--- src/rtl/tlb_csr_pkg.sv ---
// Shared constants for the TLBIDX CSR: field positions, reset value and the
// fill-index LFSR seed/taps.
package tlb_csr_pkg;

  localparam int unsigned TLBIDX_PS_LSB = 24;
  localparam int unsigned TLBIDX_PS_W   = 6;
  localparam int unsigned TLBIDX_NE_BIT = 31;

  localparam logic [31:0] TLBIDX_RST = 32'h8000_0000;

  // Fibonacci LFSR x^8+x^6+x^5+x^4+1, shifting left: feedback is the XOR of
  // state bits 7,5,4,3.
  localparam logic [7:0] LFSR_SEED = 8'hA5;
  localparam logic [7:0] LFSR_TAPS = 8'hB8;

endpackage

--- src/rtl/tlb_fill_idx_gen.sv ---
// Victim-index generator for TLBFILL.
// Default build: round-robin counter, resets to 0, +1 per adv, wraps naturally.
// With TLBIDX_FILL_LFSR_EN defined: 8-bit Fibonacci LFSR seeded from the
// package, idx = low IDX_W bits of the LFSR state.
// Ports:
//   clk, rst_n : clock, asynchronous active-low reset
//   adv        : advance the generator (TLBFILL consumed idx this cycle)
//   idx        : registered victim index, valid every cycle
module tlb_fill_idx_gen
  import tlb_csr_pkg::*;
#(
  parameter int unsigned IDX_W = 4
) (
  input  logic             clk,
  input  logic             rst_n,
  input  logic             adv,
  output logic [IDX_W-1:0] idx
);

`ifdef TLBIDX_FILL_LFSR_EN
  logic [7:0] lfsr_q, lfsr_d;

  always_comb begin
    lfsr_d = lfsr_q;
    if (adv) lfsr_d = {lfsr_q[6:0], ^(lfsr_q & LFSR_TAPS)};
  end

  always_ff @(posedge clk or negedge rst_n) begin
    if (!rst_n) lfsr_q <= LFSR_SEED;
    else        lfsr_q <= lfsr_d;
  end

  assign idx = lfsr_q[IDX_W-1:0];
`else
  logic [IDX_W-1:0] cnt_q, cnt_d;

  // TLB_ENTRIES is a power of two, so the IDX_W-bit add wraps at the top.
  always_comb begin
    cnt_d = cnt_q;
    if (adv) cnt_d = cnt_q + {{(IDX_W-1){1'b0}}, 1'b1};
  end

  always_ff @(posedge clk or negedge rst_n) begin
    if (!rst_n) cnt_q <= '0;
    else        cnt_q <= cnt_d;
  end

  assign idx = cnt_q;
`endif

endmodule

--- src/rtl/tlbidx_csr_unit.sv ---
// TLBIDX CSR for the LoongArch32 system-register block.
// Holds INDEX/PS/NE, tracks an outstanding TLBSRCH, and owns the TLBFILL
// victim-index generator. Build macro: TLBIDX_FILL_LFSR_EN selects the LFSR
// fill generator instead of the round-robin counter.
// Ports:
//   clk, rst_n                  : clock, asynchronous active-low reset
//   csr_we, csr_wdata           : CSR write to TLBIDX
//   srch_req, srch_busy         : search launch / search outstanding
//   srch_rsp_valid, srch_hit,
//   srch_hit_idx                : search result (1-cycle pulse)
//   tlbrd_en, tlbrd_ps, tlbrd_e : TLBRD completion with entry PS/E
//   tlbfill_en, fill_idx        : TLBFILL consume strobe / victim index
//   tlbidx                      : architectural TLBIDX value (registered fields)
module tlbidx_csr_unit
  import tlb_csr_pkg::*;
#(
  parameter int unsigned TLB_ENTRIES = 16,
  parameter int unsigned IDX_W       = $clog2(TLB_ENTRIES)
) (
  input  logic             clk,
  input  logic             rst_n,
  input  logic             csr_we,
  input  logic [31:0]      csr_wdata,
  input  logic             srch_req,
  output logic             srch_busy,
  input  logic             srch_rsp_valid,
  input  logic             srch_hit,
  input  logic [IDX_W-1:0] srch_hit_idx,
  input  logic             tlbrd_en,
  input  logic [5:0]       tlbrd_ps,
  input  logic             tlbrd_e,
  input  logic             tlbfill_en,
  output logic [IDX_W-1:0] fill_idx,
  output logic [31:0]      tlbidx
);

  logic [IDX_W-1:0]       index_q, index_d;
  logic [TLBIDX_PS_W-1:0] ps_q, ps_d;
  logic                   ne_q, ne_d;
  logic                   busy_q, busy_d;
  logic                   rsp_fire;

  // Responses arriving with no search outstanding are dropped.
  assign rsp_fire = srch_rsp_valid & busy_q;

  // Per-field priority: later assignments win (TLBRD > search > CSR write).
  always_comb begin
    index_d = index_q;
    ps_d    = ps_q;
    ne_d    = ne_q;
    if (csr_we) begin
      index_d = csr_wdata[IDX_W-1:0];
      ps_d    = csr_wdata[TLBIDX_PS_LSB +: TLBIDX_PS_W];
      ne_d    = csr_wdata[TLBIDX_NE_BIT];
    end
    if (rsp_fire) begin
      if (srch_hit) index_d = srch_hit_idx;
      ne_d = ~srch_hit;
    end
    if (tlbrd_en) begin
      ps_d = tlbrd_ps;
      ne_d = ~tlbrd_e;
    end
  end

  // A request arriving alongside the completing response is dropped.
  always_comb begin
    busy_d = busy_q;
    if (busy_q) begin
      if (srch_rsp_valid) busy_d = 1'b0;
    end else if (srch_req) begin
      busy_d = 1'b1;
    end
  end

  always_ff @(posedge clk or negedge rst_n) begin
    if (!rst_n) begin
      index_q <= TLBIDX_RST[IDX_W-1:0];
      ps_q    <= TLBIDX_RST[TLBIDX_PS_LSB +: TLBIDX_PS_W];
      ne_q    <= TLBIDX_RST[TLBIDX_NE_BIT];
      busy_q  <= 1'b0;
    end else begin
      index_q <= index_d;
      ps_q    <= ps_d;
      ne_q    <= ne_d;
      busy_q  <= busy_d;
    end
  end

  always_comb begin
    tlbidx                                      = '0;
    tlbidx[IDX_W-1:0]                           = index_q;
    tlbidx[TLBIDX_PS_LSB +: TLBIDX_PS_W]        = ps_q;
    tlbidx[TLBIDX_NE_BIT]                       = ne_q;
  end

  assign srch_busy = busy_q;

  // Reserved write-data bits are discarded.
  logic unused_wdata;
  assign unused_wdata = ^{csr_wdata[TLBIDX_NE_BIT-1], csr_wdata[TLBIDX_PS_LSB-1:IDX_W]};

  tlb_fill_idx_gen #(
    .IDX_W (IDX_W)
  ) u_fill_gen (
    .clk   (clk),
    .rst_n (rst_n),
    .adv   (tlbfill_en),
    .idx   (fill_idx)
  );

endmodule

--- config.mk ---
export PLATFORM = sky130hd
export DESIGN_NAME = tlbidx_csr_unit
export DESIGN_NICKNAME = d
export VERILOG_FILES = /design/src/rtl/tlb_csr_pkg.sv /design/src/rtl/tlb_fill_idx_gen.sv /design/src/rtl/tlbidx_csr_unit.sv
export SDC_FILE = /design/constraint.sdc
export NUM_CORES = 1
export LEC_CHECK = 0
export CAP_MARGIN = 10
export CORE_MARGIN = 4
export CORE_UTILIZATION = 25
export CTS_CLUSTER_SIZE = 10
export DETAILED_ROUTE_END_ITERATION = 8
export PLACE_DENSITY = 0.69
export SYNTH_ARGS = -nofsm -noshare
export SYNTH_HDL_FRONTEND = slang
export SYNTH_SLANG_ARGS = --single-unit
--- constraint.sdc ---
create_clock -name clk -period 3.1 [get_ports clk]
set_input_delay 0.62 -clock clk [delete_from_list [all_inputs] [get_ports clk]]
set_output_delay 0.62 -clock clk [all_outputs]
set_load 0.02 [all_outputs]
==> flow_summary.toml <==
[run_status]
status = "finished clean"

[sta]
worst_pin_slew_ns = 0.718
max_freq_ghz = 0.492
maxSlewHeadroom_pct = 52.0
skew_ns = 0.000386
hold_viol = 0
period_minus_slack_ns = 2.03
final-setup-viol-count = 0
rsz0062_at_grt = "false"
setup_tns_ns = 0
slew_viol_final = 0
finalCritPeriodShare_pct = 65.6

[routing]
first_pass_iters = 3
drcViolationCount = 0
wirelength_mm = 2.05
drtIter0Drc = 12
ant_nets = 0
post_drt_wl_per_cell_um = 11.6
via_per_inst = 3.89
via_count = 685

[placed_design]
portBuffers = 45
dpl.hpwl_mm = 1.63
place_congestion = 0.660
dp_cells = 172

[floorplan]
start_util_pct = 26.5
ios = 88
dieArea_um2 = 4650
die_y_um = 68.2
die_w_um = 68.2
core_area_um2 = 3420
rows = 21

[setup_path]
r2r_slack_ns = 2.01
worstPathRequired_ns = 2.48
path_buf_inv = 1
worstPathArrival_ns = 1.41
cpMaxStageDelayCell = "clkdlybuf4s50_1"
max_stage_delay_ns = 0.59
crit_type = "register to output port"
critPathTopFamily = "buffers and inverters"
crit_fanout = 2
critPathCaptureType = "output port"
start_kind = "register"
path_cells = "clkdlybuf4s50_1"

[grt]
track_usage_pct = 8.84
antenna_found_initial = 0
grt_start_max_net_pins = 17
grt_pass1_vias = 712
grt_pass1_wl_mm = 3.09
overflow = 0

[clock_network]
cts_max_path_buffers = 2
htreeDepth = 1
cts_tree = "yes"
numCtsBuffers = 3
cts_hold_buf = 0
clkLatencyLatePin_ns = 0.28
cts_resized = 0
clk_pin_slew_ns = 0.10
cts_setup_buffers = 0
cts.sinks = 16
cts_root_buffer = "clkbuf_4"

[synth]
yosysUniqueCellTypes = 20
synth_area_per_cell_um2 = 10.5
ys_ff_latch = 16
ys_warn_count = 0
syn_inst = 86
ys_seq_area_share_pct = 44.4
synth_area_um2 = 905

[pwr]
pwr-share-seq_pct = 40.3
p_int_w = 0.000476
p_leak_nw = 0.590
p_sw_share_pct = 33.9
power_frac_clock_pct = 19.4
combPwrFrac_pct = 40.3
powerDensity_nw_per_um2 = 541
peakVddDrop_mv = 0.344
p_sw_w = 0.000244

[final_layout]
layout-drive-gt1-share_pct = 6.15
final_cells = 176
n_fill_cell = 341
nets = 183
syn_to_final_growth_pct = 47.2
antenna_cells = 0

[run]
cap_violations = 0

[worst_hold_path]
min_path_type = "register to register"
registers in the layout (all words and copies together) (netlist names):
| register | count |
|---|---|
| ne_q | 1 |
| srch_busy | 1 |
| ps_q | 6 |
| index_q | 4 |
| u_fill_gen.idx | 4 |
through the flow:
step / setup slack (ns) / util [%] / power, W / hold slack [ns] / cell area (um^2)
2_1_floorplan: 1.86 / - / 0.000462 / 0.324 / 980
3_5_place_dp: 0.947 / 37.9 / 0.000588 / 0.471 / 1290
4_1_cts: 1.04 / 39.0 / 0.000735 / 0.488 / 1330
6_report: 1.07 / 39.0 / 0.000720 / 0.480 / 1330
3_3_place_gp: 0.965 / 37.9 / 0.000579 / 0.467 / 1290
5_1_grt: 1.01 / 39.0 / 0.000770 / 0.498 / 1330
routing by layer:
layer,GRT usage [%],wire [um],vias to the layer above
li1,-,-,330
met4,0.744,0,0
met2,15.8,984,46
met5,0,0,-
met1,10.3,820,309
met3,3.61,244,0
worst paths after layout:
check / from / to / cells past startpoint
hold reg to reg: u_fill_gen.idx[3] / u_fill_gen.idx[3] / 1
hold / removal: u_fill_gen.idx[3] / u_fill_gen.idx[3] / 1
min in group asynchronous: rst_n / ps_q[1] / 1
setup reg to reg: u_fill_gen.idx[0] / u_fill_gen.idx[1] / 2
max in group asynchronous: rst_n / ps_q[5] / 1
setup / recovery: ne_q / tlbidx[31] / 1
cell usage after synthesis:
cell | count | area share (%)
conb_1 | 1 | 0.41
nand2_1 | 11 | 4.6
xnor2_1 | 2 | 1.9
ha_1 | 1 | 1.4
buf_6 | 2 | 2.5
mux2i_1 | 11 | 12
o21ai_1 | 10 | 5.5
a221oi_1 | 1 | 0.97
and3_4 | 1 | 1.2
inv_1 | 1 | 0.41
dfstp_2 | 1 | 2.9
nor2b_1 | 1 | 0.69
buf_2 | 1 | 0.55
nand4_1 | 1 | 0.69
nand2b_1 | 1 | 0.69
xor2_1 | 1 | 0.97
o31ai_2 | 1 | 1.4
mux2_2 | 1 | 1.2
buf_4 | 22 | 18
dfrtp_1 | 15 | 41
placed cells by master (no fill, tap or decap), types with 2 or more instances in the layout:
| cell type | instances |
|---|---|
| clkdlybuf4s50_1 | 45 |
| conb_1 | 21 |
| dfrtp_1 | 15 |
| mux2i_1 | 11 |
| nand2_1 | 11 |
| o21ai_1 | 10 |
| clkbuf_4 | 3 |
| xnor2_1 | 2 |
final cells by class:
cell class	count	area, um^2	share of cell area [%]
repair buffers	45	450	33.8
flip-flops and latches	16	402	30.2
multi-input cells	64	382	28.7
well taps	46	57.6	4.32
clock buffers	4	36.3	2.73
inverters	1	3.75	0.282
power groups by stage:
| stage | combinational [W] | clock (W) | sequential (W) |
|---|---|---|---|
| floorplan | 0.000117 | 0 | 0.000344 |
| global placement | 0.000286 | 0 | 0.000293 |
| detailed placement | 0.000294 | 0 | 0.000294 |
| CTS | 0.000295 | 0.000149 | 0.000292 |
| global route | 0.000314 | 0.000156 | 0.000300 |
| finish | 0.000290 | 0.000139 | 0.000290 |
logic make-up after synthesis:
family          count (synthesis)  share of synthesized area [%]
mux                            12                           13.4
other cells                     1                          0.415
buf+inv                        26                           21.7
simple gates                   15                           7.89
fa+ha+maj                       1                           1.38
compound gates                 12                           7.88
flops                          16                           44.4
xor+xnor                        3                           2.91
Power figures use the tool's default switching activity.
